**src/rtl/dcache_miss_controller_pkg.sv**
```systemverilog
// rtl/dcache_miss_controller_pkg.sv - shared types and constants for the data-cache miss controller
package dcache_miss_controller_pkg;

   typedef enum logic [1:0] {
      ST_IDLE     = 2'd0,
      ST_EVICT    = 2'd1,
      ST_FILL     = 2'd2,
      ST_COMPLETE = 2'd3
   } state_e;

   // Primary opcodes the decode stage uses to raise mem_access / mem_is_store.
   localparam logic [5:0] OP_LB = 6'h20;
   localparam logic [5:0] OP_LW = 6'h23;
   localparam logic [5:0] OP_SB = 6'h28;
   localparam logic [5:0] OP_SW = 6'h2b;

   function automatic int cnt_width(input int n);
      return (n > 1) ? $clog2(n) : 1;
   endfunction

endpackage

```
**src/rtl/dcache_miss_controller_mem_beat_timer.sv**
```systemverilog
// rtl/dcache_miss_controller_mem_beat_timer.sv - latency and beat counters for one cache-line transfer
module mem_beat_timer
   import dcache_miss_controller_pkg::*;
#(
   parameter int LINE_WORDS  = 4,
   parameter int MEM_LATENCY = 4
) (
   input  logic                               clk,
   input  logic                               rst,
   input  logic                               clear,
   input  logic                               run,
   output logic                               beat_last_cycle,
   output logic                               line_done,
   output logic [cnt_width(LINE_WORDS)-1:0]   beat_idx
);

   localparam int LAT_W  = cnt_width(MEM_LATENCY);
   localparam int BEAT_W = cnt_width(LINE_WORDS);
   localparam logic [LAT_W-1:0]  LAT_LAST  = LAT_W'(MEM_LATENCY - 1);
   localparam logic [BEAT_W-1:0] BEAT_LAST = BEAT_W'(LINE_WORDS - 1);

   logic [LAT_W-1:0]  lat_q, lat_d;
   logic [BEAT_W-1:0] beat_q, beat_d;

   assign beat_last_cycle = run && (lat_q == LAT_LAST);
   assign line_done       = beat_last_cycle && (beat_q == BEAT_LAST);
   assign beat_idx        = beat_q;

   // Both counters wrap to zero at the end of a line, so EVICT hands FILL a fresh count.
   always_comb begin
      lat_d  = lat_q;
      beat_d = beat_q;
      if (clear) begin
         lat_d  = '0;
         beat_d = '0;
      end else if (run) begin
         if (lat_q == LAT_LAST) begin
            lat_d  = '0;
            beat_d = (beat_q == BEAT_LAST) ? '0 : beat_q + BEAT_W'(1);
         end else begin
            lat_d = lat_q + LAT_W'(1);
         end
      end
   end

   always_ff @(posedge clk or posedge rst) begin
      if (rst) begin
         lat_q  <= '0;
         beat_q <= '0;
      end else begin
         lat_q  <= lat_d;
         beat_q <= beat_d;
      end
   end

endmodule

```
**src/rtl/dcache_miss_controller.sv**
```systemverilog
// rtl/dcache_miss_controller.sv - MEM-stage data-cache miss sequencer: stall, evict, fill, complete
module dcache_miss_controller
   import dcache_miss_controller_pkg::*;
#(
   parameter int LINE_WORDS  = 4,
   parameter int MEM_LATENCY = 4,
   parameter int MISS_CNT_W  = 32
) (
   input  logic                             clk,
   input  logic                             rst,
   input  logic                             mem_access,
   input  logic                             mem_is_store,
   input  logic                             hit,
   input  logic                             dirty,
   output logic                             stall,
   output logic                             mem_read_en,
   output logic                             mem_write_en,
   output logic [cnt_width(LINE_WORDS)-1:0] beat_idx,
   output logic                             cache_fill_we,
   output logic                             cache_store_we,
   output logic                             load_wb_en,
   output logic                             busy,
   output logic [MISS_CNT_W-1:0]            miss_count
);

   localparam int BEAT_W = cnt_width(LINE_WORDS);

   state_e                state_q, state_d;
   logic [MISS_CNT_W-1:0] miss_q, miss_d;
   logic                  miss;
   logic                  tmr_clear;
   logic                  tmr_run;
   logic                  beat_last_cycle;
   logic                  line_done;
   logic [BEAT_W-1:0]     tmr_beat_idx;

   assign miss      = (state_q == ST_IDLE) && mem_access && !hit;
   assign tmr_clear = (state_q == ST_IDLE);
   assign tmr_run   = (state_q == ST_EVICT) || (state_q == ST_FILL);

   mem_beat_timer #(
      .LINE_WORDS  (LINE_WORDS),
      .MEM_LATENCY (MEM_LATENCY)
   ) u_timer (
      .clk             (clk),
      .rst             (rst),
      .clear           (tmr_clear),
      .run             (tmr_run),
      .beat_last_cycle (beat_last_cycle),
      .line_done       (line_done),
      .beat_idx        (tmr_beat_idx)
   );

   always_comb begin
      state_d = state_q;
      miss_d  = miss_q;
      case (state_q)
         ST_IDLE: begin
            if (miss) begin
               state_d = dirty ? ST_EVICT : ST_FILL;
               if (miss_q != '1) begin
                  miss_d = miss_q + MISS_CNT_W'(1);
               end
            end
         end
         ST_EVICT:    if (line_done) state_d = ST_FILL;
         ST_FILL:     if (line_done) state_d = ST_COMPLETE;
         ST_COMPLETE: state_d = ST_IDLE;
         default:     state_d = ST_IDLE;
      endcase
   end

   always_ff @(posedge clk or posedge rst) begin
      if (rst) begin
         state_q <= ST_IDLE;
         miss_q  <= '0;
      end else begin
         state_q <= state_d;
         miss_q  <= miss_d;
      end
   end

   // IDLE outputs follow the inputs in the same cycle so a hit never costs a stall.
   always_comb begin
      stall          = 1'b0;
      mem_read_en    = 1'b0;
      mem_write_en   = 1'b0;
      beat_idx       = '0;
      cache_fill_we  = 1'b0;
      cache_store_we = 1'b0;
      load_wb_en     = 1'b0;
      busy           = 1'b0;
      case (state_q)
         ST_IDLE: begin
            if (mem_access) begin
               if (hit) begin
                  cache_store_we = mem_is_store;
                  load_wb_en     = !mem_is_store;
               end else begin
                  stall = 1'b1;
               end
            end
         end
         ST_EVICT: begin
            stall        = 1'b1;
            busy         = 1'b1;
            mem_write_en = 1'b1;
            beat_idx     = tmr_beat_idx;
         end
         ST_FILL: begin
            stall         = 1'b1;
            busy          = 1'b1;
            mem_read_en   = 1'b1;
            beat_idx      = tmr_beat_idx;
            cache_fill_we = beat_last_cycle;
         end
         ST_COMPLETE: begin
            stall = 1'b1;
            busy  = 1'b1;
         end
         default: begin
            stall = 1'b0;
         end
      endcase
      if (rst) begin
         stall          = 1'b0;
         mem_read_en    = 1'b0;
         mem_write_en   = 1'b0;
         beat_idx       = '0;
         cache_fill_we  = 1'b0;
         cache_store_we = 1'b0;
         load_wb_en     = 1'b0;
         busy           = 1'b0;
      end
   end

   assign miss_count = miss_q;

endmodule

```
**config.mk**
```make
export PLATFORM = sky130hd
export DESIGN_NAME = dcache_miss_controller
export DESIGN_NICKNAME = d
export VERILOG_FILES = /design/src/rtl/dcache_miss_controller_pkg.sv /design/src/rtl/dcache_miss_controller_mem_beat_timer.sv /design/src/rtl/dcache_miss_controller.sv
export SDC_FILE = /design/constraint.sdc
export NUM_CORES = 1
export LEC_CHECK = 0
export ABC_AREA = 0
export CORE_UTILIZATION = 38
export CTS_CLUSTER_DIAMETER = 30
export DETAILED_ROUTE_END_ITERATION = 16
export GPL_ROUTABILITY_DRIVEN = 0
export PLACE_DENSITY = 0.71
export SETUP_SLACK_MARGIN = 0.02
export SLEW_MARGIN = 10
export SYNTH_ARGS = -nofsm -noshare
export SYNTH_HDL_FRONTEND = slang
export SYNTH_SLANG_ARGS = --single-unit
```
**constraint.sdc**
```tcl
create_clock -name clk -period 3.39 [get_ports clk]
set_input_delay 0.678 -clock clk [delete_from_list [all_inputs] [get_ports clk]]
set_output_delay 0.678 -clock clk [all_outputs]
set_load 0.1 [all_outputs]
```
==> run summary, run 1 <==
CTS
--------------------------------------------------------------------------------------------------
CTS Sinks ...........................................................................           38
Gates resized, CTS repair ...........................................................            0
H-tree Lvls .........................................................................            2
Number of buffers inserted to repair setup after CTS ................................            0
Count of hold-fix buffers inserted at cts ...........................................            0
Maximum count of clock buffers along a single path ..................................            2
Clock tree root driver cell .........................................................     clkbuf_8
Clock network latency to the later pin of the worst-skew pair .......................      0.28 ns
Clock tree from TritonCTS ...........................................................        built
Clock transition time at the flip-flop clock pins of the worst setup and hold paths .      0.07 ns
Number of clock buffers inserted by TritonCTS .......................................            5

PWR
--------------------------------------------------------------------------------------------------
Clk pwr share .......................................................................        0.215
Share of total power consumed by net switching ......................................        0.449
Leakage .............................................................................      1.28 nW
Share of power burned in combinational logic ........................................        0.438
Net switching power figure ..........................................................     0.751 mW
Power density relative to cell area .................................................  626 mW/mm^2
Peak supply drop ....................................................................     0.341 mV
Internal power summed over all cells ................................................     0.922 mW
Flop pwr share ......................................................................        0.348

TIMING
--------------------------------------------------------------------------------------------------
Share of the clock period used by the worst path ....................................        0.787
Max-Slew Margin vs Limit ............................................................        0.644
Final slew viol count ...............................................................            0
Min cycle time layout ...............................................................      2.67 ns
Final setup skew ....................................................................   0.00323 ns
Unrepaired setup endpoints after global routing .....................................           no
Hold violation total from the final report ..........................................            0
Fmax ................................................................................    0.375 GHz
Aggregate negative setup slack ......................................................         0 ns
Number of failing setup endpoints in the final timing report ........................            0
Slew @ Worst Pin ....................................................................     0.529 ns

CELLS AND AREA
--------------------------------------------------------------------------------------------------
Proportion of layout cells with a drive suffix above 1 ..............................        0.242
Area growth syn-to-layout ...........................................................        29.6%
Fill cell total of the finished layout ..............................................          476
Seq. cell area ......................................................................    951 sq um
Multi-input combinational cell area ................................................. 0.00107 sq mm
Antenna Cells .......................................................................            0
Post-layout util ....................................................................        0.516
Net count of the finished layout ....................................................          269

FLOORPLANNING
--------------------------------------------------------------------------------------------------
Floorplan core area ................................................................. 0.00517 sq mm
Num rows ............................................................................           26
Die footprint ....................................................................... 0.00573 sq mm
IO Count ............................................................................           47
Height of the die ...................................................................      75.7 um
Initial standard-cell utilization of the core .......................................        0.399
Overall die width ...................................................................      75.7 um

SYNTHESIS
--------------------------------------------------------------------------------------------------
Yosys cell types ....................................................................           35
Yosys warning count .................................................................            0
Number of instances in the synthesized netlist ......................................          201
Number of nets in the synthesized netlist ...........................................          215
Share of the synthesized area in the top cell type ..................................        0.461
Top cell type by total area after synthesis .........................................      dfrtp_1
Part of the Yosys area used for sequential elements .................................        0.461
Post-synthesis instance area ........................................................ 0.00206 sq mm
Biggest area contributors in the synthesized netlist ................................ dfrtp_1, xnor2_1, nand4_1, ha_1, xor2_1
Post-synthesis sequential element count .............................................           38
Avg Inst Size Synth .................................................................   10.3 sq um

GLOBAL ROUTING
--------------------------------------------------------------------------------------------------
Global-route track usage on met1 ....................................................        0.257
Global routing usage summed across all routing layers ...............................        0.174
Antenna violations before repair ....................................................            0
Most crowded layer after global routing .............................................         met1
Maximum number of pins on one net before global-route repair ........................           31
Total global routing overflow .......................................................            0
Routing usage on met3 ...............................................................       0.0370
Via count of the first global-routing pass ..........................................         1538
Wire length of the first global-routing pass ........................................      7.44 mm
GR Util met2 ........................................................................        0.254

WORST SETUP PATH
--------------------------------------------------------------------------------------------------
Worst path depth ....................................................................            4
Type of the worst setup path ........................................................       in2out
Critical Path End Type ..............................................................   output pin
Max stage delay on crit path ........................................................      0.53 ns
Kind of cell with the highest combined delay on the critical path ................... buffers and inverters
Reg2Reg Capture Point ............................................................... miss_count[25]
Combined buffer and inverter count along the critical path ..........................            3
Required @ worst endpoint ...........................................................      2.71 ns
Largest fanout on the critical path .................................................           11
Nature of the critical path startpoint ..............................................   input port
R2R Path Start ......................................................................   state_q[0]
Critical-path cell list ............................................................. clkdlybuf4s50_1 > inv_1 > and3_1 > buf_12
Slowest cell on crit path ........................................................... clkdlybuf4s50_1
R2r setup slk .......................................................................      1.21 ns
Worst Reg-to-Reg Cells ..............................................................            8
Critical Path AT ....................................................................      1.99 ns
Last element of the critical path ...................................................  beat_idx[1]
Launch point of the critical path ...................................................          rst

OUTCOME
--------------------------------------------------------------------------------------------------
Outcome ............................................................................. finished clean

PLACED DESIGN
--------------------------------------------------------------------------------------------------
Half-perimeter wire length of the detailed placement result .........................      3.39 mm
# port buffers ......................................................................           46

HOLD PATH
--------------------------------------------------------------------------------------------------
Path class of the lowest-slack min-delay path .......................................      reg2reg

DRT
--------------------------------------------------------------------------------------------------
Count of antenna-violating nets left after detailed routing .........................            0
DRC .................................................................................            0
Total iterations of the first detailed-routing run ..................................            4
Post-detailed-route wirelength per cell .............................................      13.7 um
Mean number of vias per cell ........................................................         5.11
Via count ...........................................................................         1666
Sum of routed wire length over all layers ...........................................      4.45 mm
Iter 0 DRT Violations ...............................................................          123

RUN
--------------------------------------------------------------------------------------------------
Max-cap check violation count .......................................................            0

how the worst min path moves through the flow:
stage,to,from,slack (ns),cells past startpoint
final,miss_count[23],miss_count[23],0.52,1
after global routing,miss_count[23],miss_count[23],0.55,1
after CTS,u_timer.lat_q[1],u_timer.lat_q[1],0.53,1
after detailed placement,u_timer.lat_q[1],u_timer.lat_q[1],0.50,1
after global placement,u_timer.lat_q[1],u_timer.lat_q[1],0.50,1
after floorplan,u_timer.lat_q[1],u_timer.lat_q[1],0.48,1
per-stage QoR:
step,worst slack [ns],cell area (sq um),power [mW],cells,hold slack [ns]
floorplan,-0.947,2060,1.15,201,0.483
finish,0.721,2670,1.67,326,0.521
global placement,0.718,2560,1.31,318,0.502
global route,0.605,2670,1.76,326,0.546
detailed placement,0.677,2560,1.32,318,0.503
CTS,0.682,2670,1.68,326,0.526
cell usage after synthesis:
| library cell | n |
|---|---|
| dfrtp_1 | 38 |
| xnor2_1 | 20 |
| nand4_1 | 19 |
| nor2_1 | 17 |
| nand2_1 | 16 |
| nand3_1 | 15 |
| xor2_1 | 11 |
| and3_1 | 9 |
| ha_1 | 8 |
| inv_1 | 8 |
| a21oi_1 | 4 |
| nor4_1 | 3 |
| o21ai_0 | 3 |
| a21oi_2 | 2 |
| a22o_1 | 2 |
| and2_1 | 2 |
| and4_1 | 2 |
| mux2i_1 | 2 |
| nor2b_1 | 2 |
| nor3_2 | 2 |
| nor4_4 | 2 |
| a211oi_1 | 1 |
| a31oi_1 | 1 |
| buf_6 | 1 |
| mux2_2 | 1 |
| nand2b_1 | 1 |
| nand3b_1 | 1 |
| nand4_2 | 1 |
| nor3_1 | 1 |
| nor3b_1 | 1 |
| nor4_2 | 1 |
| nor4b_2 | 1 |
| or2_0 | 1 |
| or2_2 | 1 |
| or3_1 | 1 |
sequential cells by signal (all words and copies together) (netlist names):
name              flops
state_q               2
u_timer.beat_idx      2
miss_count           32
u_timer.lat_q         2
routing by layer:
metal / wire, um / part of all wire
met5: 0 / 0
met3: 197 / 0.044
met1: 2250 / 0.50
met4: 49 / 0.011
met2: 1960 / 0.44
final cells by class:
| type | instances | share of cell area |
|---|---|---|
| well taps | 70 | 0.0328 |
| clock buffers | 8 | 0.0412 |
| multi-input cells | 154 | 0.400 |
| flip-flops and latches | 38 | 0.356 |
| inverters | 8 | 0.0112 |
| repair buffers | 48 | 0.158 |
power groups by stage:
stage          combinational (mW)  clock, mW  sequential [mW]
2_1_floorplan               0.390          0            0.758
3_3_place_gp                0.723          0            0.589
3_5_place_dp                0.732          0            0.591
4_1_cts                     0.733      0.368            0.582
5_1_grt                     0.788      0.382            0.592
6_report                    0.732      0.359            0.582
layout by cell type, fill, tap and decap left out, drive strengths merged, types with 3 or more instances in the layout:
| cell type | instances |
|---|---|
| and3 | 9 |
| ha | 8 |
| clkbuf | 8 |
| o21ai | 3 |
| nand2 | 16 |
| nor4 | 6 |
| nand3 | 15 |
| nand4 | 20 |
| xor2 | 11 |
| clkdlybuf4s50 | 5 |
| xnor2 | 20 |
| a21oi | 6 |
| nor2 | 17 |
| dfrtp | 38 |
| buf | 43 |
| inv | 8 |
| nor3 | 3 |
kinds of logic after synthesis:
family,Yosys count,synth area share
simple gates,99,0.283
flops,38,0.461
xor+xnor,31,0.132
compound gates,13,0.0407
buf+inv,9,0.0200
fa+ha+maj,8,0.0485
mux,3,0.0152
Note: power is estimated with default switching activity, not from simulation.
==> run 2, diff against run 1 <==
==> constraint.sdc (replaced) <==
create_clock -name clk -period 2.7 [get_ports clk]
set_input_delay 0.54 -clock clk [delete_from_list [all_inputs] [get_ports clk]]
set_output_delay 0.54 -clock clk [all_outputs]
set_load 0.1 [all_outputs]
==> run 2 against run 1 <==
Compared with the run above: final area is 3.1% higher; register-to-register slack worse by 0.61 ns; combinational power is 33% higher; setup slack worse by 0.36 ns; via count is 1.6% higher; sequential share of layout area is 1.1 points lower; critical path depth stayed put; clock power is 37% higher; non-clock buffer count stayed put; die area stayed put; hold slack worse by 0.0075 ns; cell count is 0.31% lower; largest cell class unchanged; largest power group unchanged.
==> run summary, run 2 (synthesized netlist as in run 1, its figures left out) <==
GLOBAL ROUTING
--------------------------------------------------------------------------------------------------
Antenna violations before repair ....................................................            0   unchanged
Total global routing overflow .......................................................            0   unchanged
Wire length of the first global-routing pass ........................................      7.40 mm   was 7.44 mm
Maximum number of pins on one net before global-route repair ........................           36   was 31
Via count of the first global-routing pass ..........................................         1567   was 1538
Global routing usage summed across all routing layers ...............................        0.178   was 0.174

DRT
--------------------------------------------------------------------------------------------------
Count of antenna-violating nets left after detailed routing .........................            0   unchanged
Sum of routed wire length over all layers ...........................................      4.50 mm   was 4.45 mm
Via count ...........................................................................         1692   was 1666
Iter 0 DRT Violations ...............................................................           55   was 123
Total iterations of the first detailed-routing run ..................................            4   unchanged
Mean number of vias per cell ........................................................         5.21   was 5.11
Post-detailed-route wirelength per cell .............................................      13.9 um   was 13.7 um
DRC .................................................................................            0   unchanged

TIMING
--------------------------------------------------------------------------------------------------
Fmax ................................................................................    0.427 GHz
Slew @ Worst Pin ....................................................................     0.486 ns   was 0.529 ns
Max-Slew Margin vs Limit ............................................................        0.673   was 0.644
Unrepaired setup endpoints after global routing .....................................           no   unchanged
Final setup slack of the worst path .................................................     0.360 ns   was 0.721 ns
Share of the clock period used by the worst path ....................................        0.867
Hold violation total from the final report ..........................................            0   unchanged
Min cycle time layout ...............................................................      2.34 ns
Final setup skew ....................................................................   0.00462 ns   was 0.00323 ns
Aggregate negative setup slack ......................................................         0 ns   unchanged
Final slew viol count ...............................................................            0   unchanged
Number of failing setup endpoints in the final timing report ........................            0   unchanged

PWR
--------------------------------------------------------------------------------------------------
Leakage .............................................................................      1.30 nW   was 1.28 nW
Peak supply drop ....................................................................     0.425 mV   was 0.341 mV
Total chip power ....................................................................      2.19 mW   was 1.67 mW
Power density relative to cell area .................................................  796 mW/mm^2   was 626 mW/mm^2

WORST SETUP PATH
--------------------------------------------------------------------------------------------------
Worst Reg-to-Reg Cells ..............................................................            8   unchanged
Required @ worst endpoint ...........................................................      2.16 ns   was 2.71 ns
Combined buffer and inverter count along the critical path ..........................            3   unchanged
Max stage delay on crit path ........................................................      0.66 ns   was 0.53 ns
Critical Path AT ....................................................................      1.80 ns   was 1.99 ns
Largest fanout on the critical path .................................................            8   was 11
Critical Path End Type ..............................................................   output pin   unchanged
Type of the worst setup path ........................................................       in2out   unchanged
Slowest cell on crit path ........................................................... clkdlybuf4s50_1   unchanged
Reg2Reg Capture Point ............................................................... miss_count[17]   was miss_count[25]
R2R Path Start ......................................................................   state_q[0]   unchanged
Kind of cell with the highest combined delay on the critical path ................... buffers and inverters   unchanged
Critical-path cell list ............................................................. clkdlybuf4s50_1 > inv_1 > and3_2 > buf_12   was clkdlybuf4s50_1 > inv_1 > and3_1 > buf_12
R2r setup slk .......................................................................      0.60 ns   was 1.21 ns
Nature of the critical path startpoint ..............................................   input port   unchanged

HOLD PATH
--------------------------------------------------------------------------------------------------
Worst hold path stage count .........................................................            1   unchanged
Origin of the worst min-delay path .................................................. miss_count[15]   was miss_count[23]
Path class of the lowest-slack min-delay path .......................................      reg2reg   unchanged
Endpoint, Worst Hold ................................................................ miss_count[15]   was miss_count[23]

FLOORPLANNING
--------------------------------------------------------------------------------------------------
Floorplan core area ................................................................. 0.00517 sq mm   unchanged
Num rows ............................................................................           26   unchanged
IO Count ............................................................................           47   unchanged
Initial standard-cell utilization of the core .......................................        0.399   unchanged
Overall die width ...................................................................      75.7 um   unchanged
Die footprint ....................................................................... 0.00573 sq mm   unchanged
Height of the die ...................................................................      75.7 um   unchanged

PLACED DESIGN
--------------------------------------------------------------------------------------------------
Standard cell area after detailed placement ......................................... 0.00264 sq mm   was 0.00256 sq mm
Worst setup slack before clock tree synthesis .......................................     0.349 ns   was 0.677 ns
# port buffers ......................................................................           46   unchanged
Half-perimeter wire length of the detailed placement result .........................      3.35 mm   was 3.39 mm

CTS
--------------------------------------------------------------------------------------------------
Clock tree from TritonCTS ...........................................................        built   unchanged
CTS Sinks ...........................................................................           38   unchanged
Gates resized, CTS repair ...........................................................            0   unchanged
Number of buffers inserted to repair setup after CTS ................................            0   unchanged
Maximum count of clock buffers along a single path ..................................            2   unchanged
Clock network latency to the later pin of the worst-skew pair .......................      0.29 ns   was 0.28 ns
Count of hold-fix buffers inserted at cts ...........................................            0   unchanged
Number of clock buffers inserted by TritonCTS .......................................            5   unchanged
H-tree Lvls .........................................................................            2   unchanged
Clock tree root driver cell .........................................................     clkbuf_8   unchanged
Clock transition time at the flip-flop clock pins of the worst setup and hold paths .      0.07 ns   about the same

CELLS AND AREA
--------------------------------------------------------------------------------------------------
Post-layout util ....................................................................        0.533   was 0.516
Seq. cell area ......................................................................    951 sq um   unchanged
Commonest non-fill, non-tap cell in the layout ......................................      dfrtp_1   was buf_4
Highest-count cells in the layout ignoring fill and taps ............................ dfrtp_1, buf_4, xnor2_1   was buf_4, dfrtp_1, xnor2_1
Fill cell total of the finished layout ..............................................          484   was 476
Net count of the finished layout ....................................................          269   unchanged
Proportion of layout cells with a drive suffix above 1 ..............................        0.259   was 0.242
Area growth syn-to-layout ...........................................................        33.6%   was 29.6%
Final design instance area without fill ............................................. 0.00276 sq mm   was 0.00267 sq mm
Flip-flop count of the largest register after layout ................................           32   unchanged
Antenna Cells .......................................................................            0   unchanged
Multi-input combinational cell area ................................................. 0.00109 sq mm   was 0.00107 sq mm

RUN
--------------------------------------------------------------------------------------------------
Max-cap check violation count .......................................................            0   unchanged

OUTCOME
--------------------------------------------------------------------------------------------------
Outcome ............................................................................. finished clean   unchanged

## run 2: cell type report
| type | instances | area share |
|---|---|---|
| Multi-Input combinational cell | 154 | 0.395 |
| Timing Repair Buffer | 48 | 0.176 |
| Clock buffer | 6 | 0.0300 |
| Inverter | 8 | 0.0109 |
| Sequential cell | 38 | 0.345 |
| Tap cell | 70 | 0.0318 |
| Clock inverter | 1 | 0.0109 |
## run 2: worst max-delay path by stage
stage | start | endpoint | slack (ns) | depth (start not counted)
after floorplan | state_q[0] | cache_store_we | -0.33 | 4
after global placement | hit | miss_count[19] | 0.37 | 7
after detailed placement | rst | beat_idx[0] | 0.35 | 4
after CTS | rst | beat_idx[0] | 0.34 | 4
after global routing | state_q[0] | cache_store_we | 0.21 | 5
final | rst | beat_idx[0] | 0.36 | 4
## run 2: layer usage
| metal | wire, um | GRT usage | vias up |
|---|---|---|---|
| met3 | 228 | 0.0423 | 4 |
| met4 | 63 | 0.0741 | 0 |
| met5 | 0 | 0 | - |
| met2 | 2030 | 0.278 | 47 |
| met1 | 2180 | 0.238 | 819 |
| li1 | - | - | 822 |
## run 2: stage by stage
stage                     cells  hold WS, ns
final                       325        0.514
after CTS                   325        0.519
after global placement      318        0.509
after detailed placement    318        0.509
after global routing        325        0.532
after floorplan             201        0.483
## run 2: worst register-to-register path, cell delays in order (launching register included)
cell	delay [ns]
dfrtp_1	0.42
inv_1	0.12
ha_1	0.30
nand4_1	0.14
or2_0	0.23
a21oi_2	0.25
buf_4	0.24
nand4_1	0.14
xnor2_1	0.16
## run 2: power breakdown
| part | switching, mW | internal (mW) |
|---|---|---|
| logic | 0.672 | 0.299 |
| registers | 0.0846 | 0.645 |
| clock network | 0.195 | 0.295 |
==> run 3, diff against run 2 <==
--- a/config.mk
+++ b/config.mk
@@ -6,11 +6,11 @@
 export NUM_CORES = 1
 export LEC_CHECK = 0
 export ABC_AREA = 0
-export CORE_UTILIZATION = 38
+export CORE_UTILIZATION = 45
 export CTS_CLUSTER_DIAMETER = 30
 export DETAILED_ROUTE_END_ITERATION = 16
 export GPL_ROUTABILITY_DRIVEN = 0
-export PLACE_DENSITY = 0.71
+export PLACE_DENSITY = 0.81
 export SETUP_SLACK_MARGIN = 0.02
 export SLEW_MARGIN = 10
 export SYNTH_ARGS = -nofsm -noshare
==> run 3 against run 2 <==
Compared with the run above: non-clock buffer count increased by 2; sequential power is essentially flat; first-iteration DRC count increased by 69%; register-to-register slack improved by 0.04 ns; utilization up 8.7 points; total power fell by 5.4%; critical path depth shrank 1; setup slack improved by 0.0099 ns; highest routed layer unchanged.
==> run summary, run 3 (synthesized netlist as in run 1, its figures left out) <==
HOLD PATH
--------------------------------------------------------------------------------------------------
Origin of the worst min-delay path .................................................. u_timer.lat_q[1]   was miss_count[15]
Path class of the lowest-slack min-delay path .......................................      reg2reg   unchanged

CTS
--------------------------------------------------------------------------------------------------
Gates resized, CTS repair ...........................................................            0   unchanged
Clock tree root driver cell .........................................................     clkbuf_8   unchanged
CTS Sinks ...........................................................................           38   unchanged
H-tree Lvls .........................................................................            2   unchanged
Clock network latency to the later pin of the worst-skew pair .......................      0.28 ns   was 0.29 ns
Number of clock buffers inserted by TritonCTS .......................................            5   unchanged
Maximum count of clock buffers along a single path ..................................            2   unchanged
Clock tree from TritonCTS ...........................................................        built   unchanged
Count of hold-fix buffers inserted at cts ...........................................            0   unchanged
Clock transition time at the flip-flop clock pins of the worst setup and hold paths .      0.07 ns   about the same
Number of buffers inserted to repair setup after CTS ................................            0   unchanged

DRT
--------------------------------------------------------------------------------------------------
Mean number of vias per cell ........................................................         5.48   was 5.21
Routed length on met3 ...............................................................       209 um   was 228 um
DRC .................................................................................            0   unchanged
Count of antenna-violating nets left after detailed routing .........................            0   unchanged
Met1 Routed Length ..................................................................      2.04 mm   was 2.18 mm
Post-detailed-route wirelength per cell .............................................      14.1 um   was 13.9 um
Top routing layer used ..............................................................         met4   unchanged
Sum of routed wire length over all layers ...........................................      4.35 mm   was 4.50 mm
Iter 0 DRT Violations ...............................................................           93   was 55
Wire length on met2 .................................................................      2.06 mm   was 2.03 mm
Via count ...........................................................................         1689   was 1692
Total iterations of the first detailed-routing run ..................................            4   unchanged

TIMING
--------------------------------------------------------------------------------------------------
Final slew viol count ...............................................................            0   unchanged
Aggregate negative setup slack ......................................................         0 ns   unchanged
Fmax ................................................................................    0.429 GHz   was 0.427 GHz
Final setup slack of the worst path .................................................     0.369 ns   was 0.360 ns
Number of failing setup endpoints in the final timing report ........................            0   unchanged
Unrepaired setup endpoints after global routing .....................................           no   unchanged
Minimum hold slack ..................................................................     0.519 ns   was 0.514 ns
Hold violation total from the final report ..........................................            0   unchanged
Min cycle time layout ...............................................................      2.33 ns   was 2.34 ns
Final setup skew ....................................................................   0.00288 ns   was 0.00462 ns
Slew @ Worst Pin ....................................................................     0.516 ns   was 0.486 ns
Max-Slew Margin vs Limit ............................................................        0.653   was 0.673
Share of the clock period used by the worst path ....................................        0.863   was 0.867

PWR
--------------------------------------------------------------------------------------------------
Peak supply drop ....................................................................     0.367 mV   was 0.425 mV
Leakage .............................................................................      1.29 nW   was 1.30 nW
Share of total power consumed by net switching ......................................        0.449   was 0.434
Share of power burned in combinational logic ........................................        0.467   was 0.443
Clk pwr share .......................................................................        0.182   was 0.224
Flop pwr share ......................................................................        0.351   was 0.333
Power density relative to cell area .................................................  763 mW/mm^2   was 796 mW/mm^2
Total chip power ....................................................................      2.07 mW   was 2.19 mW
Net switching power figure ..........................................................     0.932 mW   was 0.952 mW
Internal power summed over all cells ................................................      1.14 mW   was 1.24 mW

WORST SETUP PATH
--------------------------------------------------------------------------------------------------
Required @ worst endpoint ...........................................................      2.16 ns   about the same
Launch point of the critical path ...................................................          rst   unchanged
Critical Path End Type ..............................................................   output pin   unchanged
R2r setup slk .......................................................................      0.64 ns   was 0.60 ns
Nature of the critical path startpoint ..............................................   input port   unchanged
Largest fanout on the critical path .................................................            8   unchanged
R2R Path Start ......................................................................   state_q[0]   unchanged
Type of the worst setup path ........................................................       in2out   unchanged
Critical Path AT ....................................................................      1.79 ns   was 1.80 ns

FLOORPLANNING
--------------------------------------------------------------------------------------------------
IO Count ............................................................................           47   unchanged
Num rows ............................................................................           24   was 26
Overall die width ...................................................................      69.7 um   was 75.7 um
Die footprint ....................................................................... 0.00486 sq mm   was 0.00573 sq mm
Initial standard-cell utilization of the core .......................................        0.470   was 0.399
Height of the die ...................................................................      69.7 um   was 75.7 um
Floorplan core area ................................................................. 0.00438 sq mm   was 0.00517 sq mm

CELLS AND AREA
--------------------------------------------------------------------------------------------------
Net count of the finished layout ....................................................          271   was 269
Proportion of layout cells with a drive suffix above 1 ..............................        0.262   was 0.259
Fill cell total of the finished layout ..............................................          381   was 484
Antenna Cells .......................................................................            0   unchanged
Flip-flop count of the largest register after layout ................................           32   unchanged
Highest-count cells in the layout ignoring fill and taps ............................ dfrtp_1, buf_4, xnor2_1   unchanged
Area growth syn-to-layout ...........................................................        31.8%   was 33.6%
Commonest non-fill, non-tap cell in the layout ......................................      dfrtp_1   unchanged
Fin cells ...........................................................................          308   was 325

PLACED DESIGN
--------------------------------------------------------------------------------------------------
Dpl cells ...........................................................................          302   was 318
Worst setup slack before clock tree synthesis .......................................     0.368 ns   was 0.349 ns
Half-perimeter wire length of the detailed placement result .........................      3.38 mm   was 3.35 mm
# port buffers ......................................................................           46   unchanged

GLOBAL ROUTING
--------------------------------------------------------------------------------------------------
Maximum number of pins on one net before global-route repair ........................           28   was 36
Total global routing overflow .......................................................            0   unchanged
Wire length of the first global-routing pass ........................................      7.60 mm   was 7.40 mm
Via count of the first global-routing pass ..........................................         1646   was 1567
Antenna violations before repair ....................................................            0   unchanged
Global routing usage summed across all routing layers ...............................        0.194   was 0.178

RUN
--------------------------------------------------------------------------------------------------
Max-cap check violation count .......................................................            0   unchanged

OUTCOME
--------------------------------------------------------------------------------------------------
Outcome ............................................................................. finished clean   unchanged

## run 3: changes by cell type in the layout (fill, tap and decap cells not counted)
cell	before	now
buf_4	34	36
bufinv_16	1	0
## run 3: layout make-up
| cell class | instances | area (sq um) | share of cell area |
|---|---|---|---|
| Sequential cell | 38 | 951 | 0.350 |
| Timing Repair Buffer | 50 | 500 | 0.184 |
| Multi-Input combinational cell | 154 | 1090 | 0.401 |
| Clock buffer | 6 | 82.6 | 0.0304 |
| Tap cell | 52 | 65.1 | 0.0239 |
| Inverter | 8 | 30.0 | 0.0110 |
## run 3: path summary, 6_finish.rpt
path,endpoint,depth (start not counted)
max,load_wb_en,3
min,u_timer.lat_q[1],1
max reg2reg,miss_count[13],8
min reg2reg,u_timer.lat_q[1],1
max in group asynchronous,miss_count[4],3
min in group asynchronous,miss_count[27],3
## run 3: power groups by stage
stage	logic (mW)	registers, mW	clock network, mW
after global placement	0.962	0.735	0
after floorplan	0.496	0.951	0
after detailed placement	0.973	0.737	0
after CTS	0.975	0.727	0.388
after global routing	1.03	0.737	0.412
final	0.968	0.728	0.378
## run 3: worst max-delay path, cell delays in order
cell and delay [ns]:
clkdlybuf4s50_1 0.57, nor4_2 0.45, buf_12 0.23
## run 3: metal layers
| metal | vias up | GRT usage |
|---|---|---|
| li1 | 826 | - |
| met1 | 808 | 0.253 |
| met2 | 49 | 0.323 |
| met3 | 6 | 0.0480 |
| met4 | 0 | 0.0533 |
| met5 | - | 0 |
## run 3: through the flow
step / instance area (sq um) / util
after floorplan: 2080 / -
after global placement: 2640 / 0.601
after detailed placement: 2640 / 0.601
after CTS: 2720 / 0.620
after global routing: 2720 / 0.620
final: 2720 / 0.620
